===== src/rtl/heartbeat_monitor.sv =====
`default_nettype none
// ============================================================================
// Module   : heartbeat_monitor
// Purpose  : Qualifies the PWM heartbeat from one CPU and produces the
//            per-CPU health flag (io) consumed by the switchover core.
//            Every rising edge of the synchronized pin yields one period
//            and high-time measurement. A LOST/ACQUIRE/LOCKED state machine
//            asserts io only after LOCK_CNT consecutive good measurements.
//            It drops io after LOSS_CNT consecutive bad measurements or when
//            a pulse is missing (timeout).
// Ports    : clk        - system clock
//            rst_n      - asynchronous active-low reset
//            pwm        - raw heartbeat pin, asynchronous to clk
//            io         - registered health flag, 1 = CPU alive and in spec
//            meas_valid - one-cycle strobe; period_q/high_q/meas_good updated
//            period_q   - last measured period (clk cycles)
//            high_q     - last measured high time (clk cycles)
//            meas_good  - last measurement inside both windows
//            fault      - last fault: 00 none, 01 timeout,
//                         10 period out of range, 11 high time out of range
//            stats_clr  - (optional) synchronous clear of err_count
//            err_count  - (optional) saturating count of bad measurements
//                         and timeouts
// Options  : HEARTBEAT_MONITOR_STATS_EN - adds stats_clr / err_count
// Revision : 1.0 - initial release
// ============================================================================
module heartbeat_monitor #(
   parameter int CNT_W      = 17,
   parameter int PERIOD_MIN = 36000,
   parameter int PERIOD_MAX = 44000,
   parameter int HIGH_MIN   = 16000,
   parameter int HIGH_MAX   = 24000,
   parameter int LOCK_CNT   = 4,
   parameter int LOSS_CNT   = 3
) (
   input  logic             clk,
   input  logic             rst_n,
   input  logic             pwm,
`ifdef HEARTBEAT_MONITOR_STATS_EN
   input  logic             stats_clr,
   output logic [15:0]      err_count,
`endif
   output logic             io,
   output logic             meas_valid,
   output logic [CNT_W-1:0] period_q,
   output logic [CNT_W-1:0] high_q,
   output logic             meas_good,
   output logic [1:0]       fault
);

   localparam int GW = $clog2(LOCK_CNT + 1);
   localparam int BW = $clog2(LOSS_CNT + 1);

   localparam logic [CNT_W-1:0] P_MIN   = CNT_W'(PERIOD_MIN);
   localparam logic [CNT_W-1:0] P_MAX   = CNT_W'(PERIOD_MAX);
   localparam logic [CNT_W-1:0] H_MIN   = CNT_W'(HIGH_MIN);
   localparam logic [CNT_W-1:0] H_MAX   = CNT_W'(HIGH_MAX);
   localparam logic [CNT_W-1:0] T_LIM   = CNT_W'(PERIOD_MAX + 1);
   localparam logic [CNT_W-1:0] CNT_TOP = '1;
   localparam logic [GW-1:0]    LOCK_C  = GW'(LOCK_CNT);
   localparam logic [BW-1:0]    LOSS_C  = BW'(LOSS_CNT);

   localparam logic [1:0] ST_LOST    = 2'd0;
   localparam logic [1:0] ST_ACQUIRE = 2'd1;
   localparam logic [1:0] ST_LOCKED  = 2'd2;

   localparam logic [1:0] F_NONE    = 2'b00;
   localparam logic [1:0] F_TIMEOUT = 2'b01;
   localparam logic [1:0] F_PERIOD  = 2'b10;
   localparam logic [1:0] F_HIGH    = 2'b11;

   // ---------------------------------------------------------------------
   // Input path: two synchronizer flops plus an edge-detect history flop
   // ---------------------------------------------------------------------
   logic s1, s2, s3;

   always_ff @(posedge clk or negedge rst_n) begin
      if (!rst_n) begin
         s1 <= 1'b0;
         s2 <= 1'b0;
         s3 <= 1'b0;
      end else begin
         s1 <= pwm;
         s2 <= s1;
         s3 <= s2;
      end
   end

   logic rise;
   assign rise = s2 & ~s3;

   // ---------------------------------------------------------------------
   // Period and high-time counters. Both restart at 1 on the edge cycle so
   // that the value present on the next edge equals the true cycle count.
   // ---------------------------------------------------------------------
   logic [CNT_W-1:0] period_cnt;
   logic [CNT_W-1:0] high_cnt;

   always_ff @(posedge clk or negedge rst_n) begin
      if (!rst_n) begin
         period_cnt <= '0;
         high_cnt   <= '0;
      end else begin
         if (rise)
            period_cnt <= CNT_W'(1);
         else if (period_cnt != CNT_TOP)
            period_cnt <= period_cnt + 1'b1;

         if (rise)
            high_cnt <= CNT_W'(1);
         else if (s2 && (high_cnt != CNT_TOP))
            high_cnt <= high_cnt + 1'b1;
      end
   end

   // ---------------------------------------------------------------------
   // Measurement classification
   // ---------------------------------------------------------------------
   logic       armed;
   logic       per_ok, high_ok, good;
   logic       do_meas, timeout;
   logic [1:0] bad_code;

   assign per_ok   = (period_cnt >= P_MIN) && (period_cnt <= P_MAX);
   assign high_ok  = (high_cnt >= H_MIN) && (high_cnt <= H_MAX);
   assign good     = per_ok & high_ok;
   // Period violations take precedence over high-time violations
   assign bad_code = per_ok ? F_HIGH : F_PERIOD;
   assign do_meas  = rise & armed;
   // Counter passes PERIOD_MAX+1 exactly once per missing edge; a rise in
   // that same cycle would have period_cnt==PERIOD_MAX+1 as a measurement.
   assign timeout  = armed & ~rise & (period_cnt == T_LIM);

   // ---------------------------------------------------------------------
   // Lock / loss state machine
   // ---------------------------------------------------------------------
   logic [1:0]    state, state_nx;
   logic          armed_nx;
   logic [GW-1:0] good_cnt, good_nx, good_inc;
   logic [BW-1:0] bad_cnt, bad_nx, bad_inc;
   logic [1:0]    fault_nx;

   assign good_inc = good_cnt + 1'b1;
   assign bad_inc  = bad_cnt + 1'b1;

   always_comb begin
      state_nx = state;
      armed_nx = armed;
      good_nx  = good_cnt;
      bad_nx   = bad_cnt;
      fault_nx = fault;
      if (timeout) begin
         state_nx = ST_LOST;
         armed_nx = 1'b0;
         good_nx  = '0;
         bad_nx   = '0;
         fault_nx = F_TIMEOUT;
      end else if (rise) begin
         if (!armed) begin
            // First edge after loss or reset only starts a measurement
            armed_nx = 1'b1;
            state_nx = ST_ACQUIRE;
            good_nx  = '0;
            bad_nx   = '0;
         end else if (state == ST_ACQUIRE) begin
            if (good) begin
               if (good_inc == LOCK_C) begin
                  state_nx = ST_LOCKED;
                  good_nx  = '0;
                  bad_nx   = '0;
                  fault_nx = F_NONE;
               end else begin
                  good_nx = good_inc;
               end
            end else begin
               good_nx  = '0;
               fault_nx = bad_code;
            end
         end else if (state == ST_LOCKED) begin
            if (good) begin
               bad_nx = '0;
            end else begin
               fault_nx = bad_code;
               if (bad_inc == LOSS_C) begin
                  state_nx = ST_ACQUIRE;
                  good_nx  = '0;
                  bad_nx   = '0;
               end else begin
                  bad_nx = bad_inc;
               end
            end
         end
      end
   end

   always_ff @(posedge clk or negedge rst_n) begin
      if (!rst_n) begin
         state      <= ST_LOST;
         armed      <= 1'b0;
         good_cnt   <= '0;
         bad_cnt    <= '0;
         fault      <= F_NONE;
         io         <= 1'b0;
         meas_valid <= 1'b0;
         period_q   <= '0;
         high_q     <= '0;
         meas_good  <= 1'b0;
      end else begin
         state      <= state_nx;
         armed      <= armed_nx;
         good_cnt   <= good_nx;
         bad_cnt    <= bad_nx;
         fault      <= fault_nx;
         io         <= (state_nx == ST_LOCKED);
         meas_valid <= do_meas;
         if (do_meas) begin
            period_q  <= period_cnt;
            high_q    <= high_cnt;
            meas_good <= good;
         end
      end
   end

`ifdef HEARTBEAT_MONITOR_STATS_EN
   // ---------------------------------------------------------------------
   // Error statistics: clear has priority over a same-cycle increment
   // ---------------------------------------------------------------------
   always_ff @(posedge clk or negedge rst_n) begin
      if (!rst_n)
         err_count <= '0;
      else if (stats_clr)
         err_count <= '0;
      else if (((do_meas & ~good) | timeout) && (err_count != 16'hFFFF))
         err_count <= err_count + 16'd1;
   end
`endif

endmodule
`default_nettype wire

===== config.mk =====
export PLATFORM = sky130hd
export DESIGN_NAME = heartbeat_monitor
export DESIGN_NICKNAME = d
export VERILOG_FILES = /design/src/rtl/heartbeat_monitor.sv
export SDC_FILE = /design/constraint.sdc
export NUM_CORES = 1
export LEC_CHECK = 0
export ABC_CLOCK_PERIOD_IN_PS = 3300
export CAP_MARGIN = 10
export CORE_MARGIN = 5
export CORE_UTILIZATION = 56
export CTS_CLUSTER_DIAMETER = 80
export DETAILED_ROUTE_END_ITERATION = 10
export PLACE_DENSITY = 0.79
export RECOVER_POWER = 25
export SYNTH_ARGS = -nofsm -noshare
export SYNTH_HDL_FRONTEND = slang
export SYNTH_SLANG_ARGS = --single-unit

===== constraint.sdc =====
create_clock -name clk -period 3.3 [get_ports clk]
set_input_delay 0.66 -clock clk [delete_from_list [all_inputs] [get_ports clk]]
set_output_delay 0.66 -clock clk [all_outputs]
set_load 0.02 [all_outputs]

==> impl_metrics.tcl <==
set metrics [dict create \
    status "finished, violations left" \
    violations "max-capacitance violations, max-slew violations" \
    drive_above_1_share 0.152 \
    critPathCaptureType "flop" \
    synth_area_leaders "dfrtp_1 (53%), mux2_2 (8.5%), xor2_1 (4.4%), ha_1 (3.4%), nor2_1 (3.1%)" \
    via_per_inst 5.68 \
    clkTransAtPathRegs_ps 80 \
    setup_viol 0 \
    synth-xor-area-share 0.0592 \
    cp-start-kind "flop" \
    drv_cap 1 \
    drt-pass1-iter-count 5 \
    synthMuxAreaShare 0.0921 \
    powerDensity_mw_per_mm2 506 \
    seq_area_frac_synth 0.526 \
    worst_pin_slew_ps 2000 \
    seq_power_share 0.494 \
    rows 30 \
    cts_root_buf "clkbuf_8" \
    min_path_type "flop to flop" \
    r2r_cells 9 \
    async_flop_share 1.00 \
    synth-adder-area-share 0.0345 \
    coreArea_sq_mm 0.00687 \
    yosys_warnings 0 \
    post_cts_buffers 0 \
    syn_nets 376 \
    clkPwrFrac 0.367 \
    crit_type "flop to flop" \
    p_int_w 0.00177 \
    clock_sinks 84 \
    tns_ps 0 \
    grt_max_degree 85 \
    place.gp.congestion 0.862 \
    antenna_cells 0 \
    fmax_mhz 391 \
    synthFlopType "dfrtp_1" \
    skew_ps 6.53 \
    hold_depth 0 \
    synth_top_family_by_area "simple AND/OR/NAND/NOR gates" \
    pre_cts_ws_ps 795 \
    drt_wl_total_microns 7990 \
    initial_core_util 0.582 \
    synth_edf_count 0 \
    die_h_microns 94.5 \
    postPlaceCellArea_sq_mm 0.00449 \
    finalCriticalPeriod_ps 2560 \
    arrival_ps 2840 \
    peakVddDrop_mv 0.461 \
    p_switching_w 0.000620 \
    layout_setup_ws_ps 744 \
    wl_met1_microns 3550 \
    synth.most_common_cell "dfrtp_1" \
    finalHoldViolations 0 \
    dieArea_sq_mm 0.00892 \
    clock_latency_ps 350 \
    rsz0062_at_grt "false" \
    syn_inst 362 \
    cts_tree "built" \
    utilization 0.688 \
    p_sw_frac 0.259 \
    cts_buffer_depth 2 \
    grt.overflow.total 0 \
    antenna_found_initial 0 \
    routed.top_layer "met4" \
    combPwrFrac 0.139 \
    p_leak_nw 2.18 \
    io_buffers 41 \
    syn_area_sq_mm 0.00400 \
    io_pins 42 \
    grt_pass1_wl_microns 14000 \
    maxSlewHeadroom -0.336 \
    drc_errors 0 \
    fillers 545 \
    wl_per_cell_microns 15.9 \
    finalCritPeriodShare 0.774 \
    power_w 0.00239 \
    nets 418 \
    routed-wl-met3_microns 358 \
    ys_types 56 \
    synth-simple-area-share 0.177 \
    ctsHoldBuffers 0 \
    route.met2.wl_microns 3900 \
    synth_compound_area_frac 0.0827 \
    numCtsBuffers 9 \
    synthToLayoutAreaGrowth_pct 18.3 \
    synthTopCellsByCount "dfrtp_1 (84), nor2_1 (33), nand2_1 (31)" \
    dr_total_vias 2862 \
    cts_resized 0 \
    dp_hpwl_microns 5480 \
    slew_violations 85 \
    grt_usage 0.201 \
    htreeDepth 3 \
    drtAntennaViolNets 0 \
    first_global_vias 2968 \
    final_area_sq_mm 0.00472 \
    synth_top_cell_by_area "dfrtp_1" \
    worstPathRequired_ps 3580 \
    path_max_fanout 9 \
    synth_top_area_share 0.526 \
    drtIter0Drc 178 \
    synth-seq-cells 84 \
    die_w_microns 94.5 \
    avgSynthCellArea_sq_um 11.0 \
]
==> critical path, cell delays in order, from the launching register on <==
cell     delay [ps]
dfrtp_1         410
and3_2          250
and3_1          220
nand4_1         120
nor3_1           70
ha_1            320
nor4b_4         400
nand3_1         190
or3_1           340
a21oi_1         150
==> power groups by stage <==
| stage | Combinational [W] | Clock (W) | Sequential (W) |
|---|---|---|---|
| 2_1_floorplan | 0.000170 | 0 | 0.00122 |
| 3_3_place_gp | 0.000328 | 0 | 0.00119 |
| 3_5_place_dp | 0.000338 | 0 | 0.00120 |
| 4_1_cts | 0.000339 | 0.000894 | 0.00118 |
| 5_1_grt | 0.000367 | 0.000955 | 0.00119 |
| 6_report | 0.000332 | 0.000878 | 0.00118 |
==> cell families after synthesis <==
family                   Yosys count
AO/OA/AOI/OAI                     43
XOR/XNOR                          27
adder cells (fa/ha/maj)           11
buffers and inverters             28
flip-flops                        84
multiplexers                      33
AND/OR/NAND/NOR                  136
==> state kept, by name, summed over array words and instances, names as in the netlist <==
name,cells
armed,1
bad_cnt,2
fault,2
good_cnt,3
high_cnt,17
high_q,17
io,1
meas_good,1
meas_valid,1
period_cnt,17
period_q,17
s1,1
s2,1
s3,1
state,2
==> area by class of cell <==
class	count	area (sq um)	area share
flip-flops and latches	84	2100	0.445
multi-input cells	250	1780	0.377
repair buffers	43	420	0.0890
clock buffers	11	141	0.0299
well taps	96	120	0.0254
clock inverters	4	97.6	0.0207
inverters	16	60.1	0.0127
==> stage by stage <==
step                      hold slack, ps  cells
final                                353    504
after global routing                 361    504
after CTS                            356    504
after detailed placement             337    489
after global placement               333    489
after floorplan                      331    362
==> placed cells by master (no fill, tap or decap), types with 2 or more instances in the layout <==
cell type,n
dfrtp_1,84
clkdlybuf4s50_1,39
nor2_1,33
nand2_1,31
mux2_2,30
nand3_1,20
xor2_1,20
inv_1,16
o21ai_0,13
ha_1,11
clkbuf_8,10
and3_1,8
nand4_1,8
nor3_1,7
xnor2_1,7
nor2b_1,4
a211oi_1,3
and2_1,3
nor3b_1,3
mux2i_1,3
or3_1,3
a21oi_1,3
bufinv_16,3
nand2b_1,2
o2111ai_1,2
and4_2,2
a31oi_1,2
a311oi_1,2
a21oi_2,2
a22o_1,2
buf_4,2
==> final timing paths <==
kind	end	from	slack, ps
max	period_cnt[15]	period_cnt[7]	740
min	s2	s1	350
max reg2reg	period_cnt[15]	period_cnt[7]	740
min reg2reg	s2	s1	350
max in group asynchronous	high_q[1]	rst_n	1260
min in group asynchronous	period_q[13]	rst_n	870
==> metal layers <==
layer  vias up  track usage
li1       1351            -
met1      1406        0.262
met2        89        0.326
met3        16       0.0327
met4         0       0.0986
met5         -            0
No activity file was read; power rests on OpenSTA's default activity.
